**src/rtl/pipe_ctrl.sv**
```systemverilog
// Pipeline sequencing controller: arbitrates redirect and hold requests into the
// PC register controls, buffers redirects across stalls, runs JTAG halt/drain/resume.
//
// state  | meaning
// RUN    | normal flow, redirects issued with zero latency
// STALL  | bus stall, hold PC, redirects buffered in pend_*
// DRAIN  | halt requested, hold IF/ID for DRAIN_CYCLES cycles
// HALTED | pipeline quiet, debugger may access the core
module pipe_ctrl #(
  parameter int          DRAIN_CYCLES = 3,
  parameter logic [31:0] RESET_ADDR   = 32'h0
) (
  input  logic        clk,
  input  logic        rst,
  input  logic        ex_jump_req_i,
  input  logic [31:0] ex_jump_addr_i,
  input  logic        ex_hold_req_i,
  input  logic        int_req_i,
  input  logic [31:0] int_addr_i,
  input  logic        bus_hold_req_i,
  input  logic        jtag_halt_req_i,
  input  logic        jtag_reset_req_i,
  output logic        jump_flag_o,
  output logic [31:0] jump_addr_o,
  output logic [2:0]  hold_flag_o,
  output logic        jtag_reset_flag_o,
  output logic        halted_o,
  output logic        int_ack_o
);

  typedef enum logic [1:0] {
    RUN    = 2'd0,
    STALL  = 2'd1,
    DRAIN  = 2'd2,
    HALTED = 2'd3
  } state_t;

  localparam logic [2:0] HOLD_NONE = 3'd0;
  localparam logic [2:0] HOLD_PC   = 3'd1;
  localparam logic [2:0] HOLD_IF   = 3'd2;
  localparam logic [2:0] HOLD_ID   = 3'd3;
  localparam logic [3:0] DRAIN_LAST = 4'(DRAIN_CYCLES - 1);

  state_t      r_state;
  state_t      w_next;
  logic        r_pend_valid;
  logic [31:0] r_pend_addr;
  logic        r_pend_is_int;
  logic [3:0]  r_drain_cnt;
  logic [3:0]  w_cnt_next;
  logic        r_jtag_reset_flag;
  logic        r_halted;

  logic        w_new_valid;
  logic [31:0] w_new_addr;
  logic        w_take_new;
  logic        w_eff_valid;
  logic [31:0] w_eff_addr;
  logic        w_eff_is_int;
  logic        w_issue;
  logic [2:0]  w_hold;

  // An interrupt displaces a buffered ex jump; nothing displaces a buffered interrupt.
  always_comb begin
    w_new_valid  = int_req_i | ex_jump_req_i;
    w_new_addr   = int_req_i ? int_addr_i : ex_jump_addr_i;
    w_take_new   = w_new_valid & (~r_pend_valid | (int_req_i & ~r_pend_is_int));
    w_eff_valid  = r_pend_valid | w_new_valid;
    w_eff_addr   = w_take_new ? w_new_addr : r_pend_addr;
    w_eff_is_int = w_take_new ? int_req_i : r_pend_is_int;
  end

  always_comb begin
    w_next     = r_state;
    w_cnt_next = r_drain_cnt;
    w_issue    = 1'b0;
    w_hold     = HOLD_NONE;
    case (r_state)
      RUN, STALL: begin
        if (bus_hold_req_i) begin
          w_hold = HOLD_PC;
          w_next = STALL;
        end else begin
          w_next = RUN;
          if (w_eff_valid) begin
            w_issue = 1'b1;
            w_hold  = HOLD_IF;
          end else if (ex_hold_req_i) begin
            w_hold = HOLD_ID;
          end
          if (jtag_halt_req_i) begin
            w_next     = DRAIN;
            w_cnt_next = 4'd0;
          end
        end
      end
      DRAIN: begin
        w_hold = HOLD_ID;
        if (!jtag_halt_req_i) begin
          w_next = RUN;
        end else if (r_drain_cnt == DRAIN_LAST) begin
          w_next = HALTED;
        end else begin
          w_cnt_next = r_drain_cnt + 4'd1;
        end
      end
      HALTED: begin
        w_hold = HOLD_ID;
        if (!jtag_halt_req_i) w_next = RUN;
      end
      default: w_next = RUN;
    endcase
    if (jtag_reset_req_i) begin
      w_next     = RUN;
      w_cnt_next = 4'd0;
      w_issue    = 1'b0;
      w_hold     = HOLD_NONE;
    end
  end

  always_comb begin
    jump_flag_o = rst & w_issue;
    jump_addr_o = (rst && w_issue) ? w_eff_addr : RESET_ADDR;
    hold_flag_o = rst ? w_hold : HOLD_NONE;
    int_ack_o   = rst & w_issue & w_eff_is_int;
  end

  assign jtag_reset_flag_o = r_jtag_reset_flag;
  assign halted_o          = r_halted;

  always_ff @(posedge clk or negedge rst) begin
    if (!rst) begin
      r_state           <= RUN;
      r_drain_cnt       <= 4'd0;
      r_pend_valid      <= 1'b0;
      r_pend_addr       <= 32'h0;
      r_pend_is_int     <= 1'b0;
      r_jtag_reset_flag <= 1'b0;
      r_halted          <= 1'b0;
    end else begin
      r_state           <= w_next;
      r_drain_cnt       <= w_cnt_next;
      r_jtag_reset_flag <= jtag_reset_req_i;
      r_halted          <= (w_next == HALTED);
      if (jtag_reset_req_i || w_issue) begin
        r_pend_valid <= 1'b0;
      end else begin
        r_pend_valid  <= w_eff_valid;
        r_pend_addr   <= w_eff_addr;
        r_pend_is_int <= w_eff_is_int;
      end
    end
  end

endmodule

```
**config.mk**
```make
export PLATFORM = sky130hd
export DESIGN_NAME = pipe_ctrl
export DESIGN_NICKNAME = d
export VERILOG_FILES = /design/src/rtl/pipe_ctrl.sv
export SDC_FILE = /design/constraint.sdc
export NUM_CORES = 1
export LEC_CHECK = 0
export BUFFER_PORTS_ARGS = -buffer_cell sky130_fd_sc_hd__clkbuf_2
export CORE_MARGIN = 8
export CORE_UTILIZATION = 44
export DETAILED_ROUTE_END_ITERATION = 6
export PLACE_DENSITY = 0.77
export REMOVE_ABC_BUFFERS = 1
export SYNTH_ARGS = -nofsm -noshare
export SYNTH_HDL_FRONTEND = slang
export SYNTH_SLANG_ARGS = --single-unit
```
**constraint.sdc**
```tcl
create_clock -name clk -period 1.7 [get_ports clk]
set_input_delay 0.34 -clock clk [delete_from_list [all_inputs] [get_ports clk]]
set_output_delay 0.34 -clock clk [all_outputs]
set_load 0.005 [all_outputs]
```
Word level (Yosys, flattened, before mapping)
Index checks and enable logic that the tools add are counted.

Register bits: 42. Input port bits: 72. Word-level logic and storage cells: 61.

$add $sub $neg: 1. Eq/ne operators: 9. Multiplexer cells: 28. Bitwise operators: 9. Reductions and logical operators: 7.

Operators by type and width (count): $mux 32 (3); $mux 4 (5); $mux 2 (9); $ne 3x3->1 const B (4); $pmux 4 s2 (1); $eq 2x2->1 const B (3); $mux 1 (6); $mux 3 (2); $pmux 2 s3 (1); $pmux 3 s2 (1); $reduce_and 5->1 (1); $add 4x1->4 const B (1); $and 1x1->1 (4); $eq 4x2->1 const B (1); $reduce_or 2->1 (2); $or 1x1->1 (3); $reduce_bool 3->1 (1); $eq 2x1->1 const B (1); $logic_not 2->1 (1); $not 1->1 (2); $logic_and 1x1->1 (1); $logic_or 1x1->1 (1).

Logic depth before layout (Yosys ltp)
Depth after elaboration: 8. Mapped depth: 5. Depth with buffers taken out: 5.

Least setup slack after synthesis
No wires, ideal clock.

Path type: flip-flop to output port. Start: register r_state[1]. End: output jump_addr_o[23]. Arrival time: 1469 ps. Required time: 1360 ps. Path slack: -109 ps. Stages on the path, launching flop included: 5. Buffers on the path: 1. Cell sequence: dfrtp_1 > nor2_1 > nand3b_1 > clkbuf_1 > a211oi_1.

Longest elaborated chain between the ends: 6. Elaborated cells on any way between the ends: 7. Those cells by class: eq/ne (1); mux (3); reduce/logical (3).

RTL lines: start, declared (RTL line 44) `state_t r_state;`; start signal, assigned (RTL line 141) `r_state <= w_next;`; $eq 2x1->1 / $logic_not 2->1 (equally long branches) (RTL line 78) `case (r_state)`; $reduce_or 2->1 * (RTL line 78); $mux 1 * (RTL line 78); $mux 1 * (RTL line 113) `if (jtag_reset_req_i) begin`; $logic_and 1x1->1 * (RTL line 123) `jump_addr_o = (rst && w_issue) ? w_eff_addr : RESET_ADDR;`; $mux 32 * (RTL line 123); end, declared (RTL line 24) `output logic [31:0] jump_addr_o,`.

Every way passes the cells marked *; elsewhere a longest branch is shown, timed or not.

Worst setup path after layout
Start: register r_pend_valid. End: output jump_addr_o[28].

Longest elaborated chain between the ends: 7. Elaborated cells on any way between the ends: 11. Those cells by class: mux (6); bitwise (4); reduce/logical (1).

RTL lines: start, declared (RTL line 46) `logic r_pend_valid;`; start signal, assigned (RTL line 148) `r_pend_valid <= w_eff_valid;`; $or 1x1->1 (RTL line 68) `w_eff_valid = r_pend_valid | w_new_valid;`; $mux 1 (RTL line 85) `if (w_eff_valid) begin`; $mux 1 (RTL line 80) `if (bus_hold_req_i) begin`; $mux 1 (RTL line 78); $mux 1 (RTL line 113); $logic_and 1x1->1 (RTL line 123); $mux 32 * (RTL line 123).

Marked as above.

==> Implementation_results.wiki <==
{| class="wikitable"
! Metric !! Value
|-
| Hold WC Path Type || in -> async
|-
| Global Route Usage Sum || 17.3%
|-
| Top layer reached by signal wires || met4
|-
| Area of the die || 8900 um^2
|-
| Initial antenna violation count || 0
|-
| R2R Path End || r_pend_addr[31]$_DFFE_PN0N_
|-
| Number of standard cells in the final layout excluding fillers || 490
|-
| Violations in the final reports || setup timing
|-
| Total number of vias || 2516
|-
| Detailed Routing Iterations Pass 1 || 4
|-
| Wire length after detailed routing || 7660 um
|-
| Number of global-route vias before repair || 2783
|-
| Initial core utilization || 45.6%
|-
| Yosys top cell area share || 38.9%
|-
| Most numerous cell in the Yosys netlist || mux2i_1
|-
| Number of flops mapped to enable cells by yosys || 0
|-
| Summed instance area of the synthesized netlist || 2700 um^2
|-
| Post-CTS clock slew at the launch and capture registers of the worst setup and hold paths || 80 ps
|-
| CTS Root Buffer Type || clkbuf_8
|-
| Synth Instances || 277
|-
| Maximum number of pins on one net before global-route repair || 43
|-
| Yosys synthesis warning count || 0
|-
| Flop2flop setup slack || -200 ps
|-
| Leakage power || 1.98 nW
|-
| Cell type contributing the most total cell area after synthesis || dfrtp_1
|-
| Weighted congestion at the end of routability-driven global placement || 0.783
|-
| Number of nets with antenna violations after detailed routing || 0
|-
| Worst Setup End Kind || output pin
|-
| Worst EP arrival || 1700 ps
|-
| Power density of the placed cells || 736 nW/um^2
|-
| Bufs on Longest Clock Path || 2
|-
| Final sum of negative setup slack || -16120 ps
|-
| P&R area growth vs syn || 41.8%
|-
| Die boundary width || 94.3 um
|-
| Clock Skew || 5.62 ps
|-
| First-pass GRT wire length || 12500 um
|-
| Final setup violation count || 68
|-
| Cell types with the highest counts after synthesis || mux2i_1, dfrtp_1, inv_1, nor3_1, a211oi_1
|-
| Number of storage elements in the synthesis netlist || 42
|-
| Number of library cell types mapped by synthesis || 37
|-
| Half-perimeter wire length of the detailed placement result || 5680 um
|-
| Count of pins over their slew limit || 0
|-
| Remaining Overflow, GRT || 0
|-
| Type of origin of the critical path || register
|-
| Number of diodes || 0
|-
| Share of cells above drive strength 1 || 43.1%
|-
| Worst ir drop on vdd || 0.374 mV
|-
| Largest fanout of any net on the critical path || 18
|-
| Metal-1 WL || 3190 um
|-
| Shortest period the worst path allows || 2040 ps
|-
| Number of buffers inserted for hold repair after clock tree synthesis || 0
|-
| RSZ-0062 raised after global routing || true
|-
| Post-synth ARST share || 100%
|-
| Level count of the clock H-tree || 2
|-
| Startpoint of the lowest-slack register-to-register path || r_pend_valid$_DFF_PN0_
|-
| Clock sinks || 42
|-
| Final Hold Vio Count || 0
|-
| Fraction of the cycle the final worst path needs || 120%
|-
| Routed vias/inst || 5.13
|-
| Max Freq || 489 MHz
|-
| Buffers added on ports || 109
|-
| Post-detailed-route wirelength per cell || 15.6 um
|-
| Placed Cells incl. Taps || 476
|-
| Total I/O pin count || 111
|-
| Tightest Pin Transition || 532 ps
|-
| Share of the yosys chip area belonging to registers || 38.9%
|-
| Leading post-synthesis cells by cell area || dfrtp_1, mux2i_1, a211oi_1, nor3_1, inv_1
|-
| Number of DRC violations after detailed routing || 0
|-
| Clock latency on the worst-skew pair || 290 ps
|-
| Number of nets at the end of the flow || 488
|-
| CTS buffer count || 5
|-
| Crit path required time || 1360 ps
|-
| Startpoint-to-endpoint class of the critical path || reg -> out
|-
| Iteration-0 DRC count of the detailed router || 89
|-
| Least setup slack across all paths after layout || -343 ps
|-
| Core Area || 5920 um^2
|-
| Ys flop type || dfrtp_1
|-
| Run status || finished with violations
|-
| Met3 wirelength from detailed routing || 556 um
|-
| Number of cell instances on the worst register-to-register path || 6
|-
| DIE HEIGHT || 94.3 um
|-
| Clock tree from TritonCTS || built
|-
| Row cnt || 28
|-
| Syn Area/Cell || 9.74 um^2
|-
| Amount of wire on met2 after detailed routing || 3820 um
|-
| Max-slew headroom at the worst pin || 64.5%
|-
| Final core utilization || 64.6%
|-
| Number of maximum-capacitance constraint violations || 0
|}
==> state kept, by name (all words and copies together), names as in the netlist <==
name and flops:
r_state 2, halted_o 1, r_pend_valid 1, jtag_reset_flag_o 1
r_pend_is_int 1, r_drain_cnt 4, r_pend_addr 32
==> through the flow <==
step                hold slack, ps  worst slack [ps]  total power [mW]  cell area [um^2]
floorplan                     44.4              -735              1.71              2580
global placement               484              -109              2.04              3540
detailed placement             507              -192              2.09              3540
CTS                            189              -313              2.82              3800
global route                   227              -416              3.00              3830
finish                         171              -343              2.82              3830
==> cell type report <==
class                           instances  area (um^2)
Tap cell                               75         93.8
Fill cell                             494         2090
Timing Repair Buffer                  153          985
Inverter                               35          131
Clock buffer                            7         86.3
Sequential cell                        42         1050
Clock inverter                          1         5.00
Multi-Input combinational cell        177         1470
==> worst max path at each step <==
| stage | cells after the start | endpoint | from | slack, ps |
|---|---|---|---|---|
| finish | 5 | jump_addr_o[28] | r_pend_valid$_DFF_PN0_ | -340 |
| CTS | 5 | jump_addr_o[27] | r_pend_valid$_DFF_PN0_ | -310 |
| floorplan | 3 | r_pend_addr[0]$_DFFE_PN0N_ | r_pend_valid$_DFF_PN0_ | -740 |
| global route | 5 | jump_addr_o[11] | r_pend_valid$_DFF_PN0_ | -420 |
| global placement | 6 | jump_addr_o[3] | int_req_i | -110 |
| detailed placement | 5 | r_pend_addr[31]$_DFFE_PN0N_ | int_req_i | -190 |
==> layer usage <==
layer,up-vias,global-route usage (%)
met1,1174,19.0
met2,74,31.3
li1,1261,-
met5,-,0
met3,7,4.64
met4,0,5.81
==> timing repair <==
action                                 4_1_cts  5_1_grt
pin swaps                                    2        1
setup buffers                                4        1
setup endpoints to repair                   68       68
gates cloned                                 3        0
endpoints found under the hold margin        0        0
resized for setup                            8       17
==> cells in the final DEF, fill, tap and decap left out, drive strengths merged <==
| cell type | count |
|---|---|
| a211o | 1 |
| a211oi | 32 |
| a21bo | 1 |
| a21boi | 1 |
| a21oi | 3 |
| a221oi | 1 |
| a22o | 1 |
| and2 | 1 |
| buf | 45 |
| clkbuf | 115 |
| clkinv | 1 |
| conb | 1 |
| dfrtp | 42 |
| ha | 2 |
| inv | 35 |
| mux2 | 1 |
| mux2i | 64 |
| nand2 | 3 |
| nand2b | 5 |
| nand3 | 2 |
| nand3b | 2 |
| nand4b | 1 |
| nor2 | 3 |
| nor2b | 3 |
| nor3 | 35 |
| nor3b | 1 |
| nor4bb | 1 |
| o211a | 1 |
| o211ai | 2 |
| o21bai | 2 |
| o2bb2ai | 1 |
| o31ai | 1 |
| or3 | 2 |
| or3b | 2 |
| or4b | 1 |
==> power by group <==
group | switching, mW | leakage, nW | internal (mW)
Clock | 0.329 | 0.0482 | 0.328
Combinational | 0.418 | 1.43 | 0.436
Sequential | 0.116 | 0.500 | 1.19
Total | 0.863 | 1.98 | 1.95
==> logic make-up after synthesis <==
kind of cell,Yosys count,share of synthesized area (%)
compound gates,47,13.8
mux,65,24.2
flops,42,38.9
fa+ha+maj,2,0.927
simple gates,62,12.8
other cells,1,0.139
buf+inv,58,9.23
==> worst max-delay path, stage by stage, from the launching register on <==
cell and delay, ps:
dfrtp_2 460, or3_4 360, nand3b_1 180, buf_6 210, a211oi_1 70, clkbuf_2 130
Power figures use the tool's default switching activity.
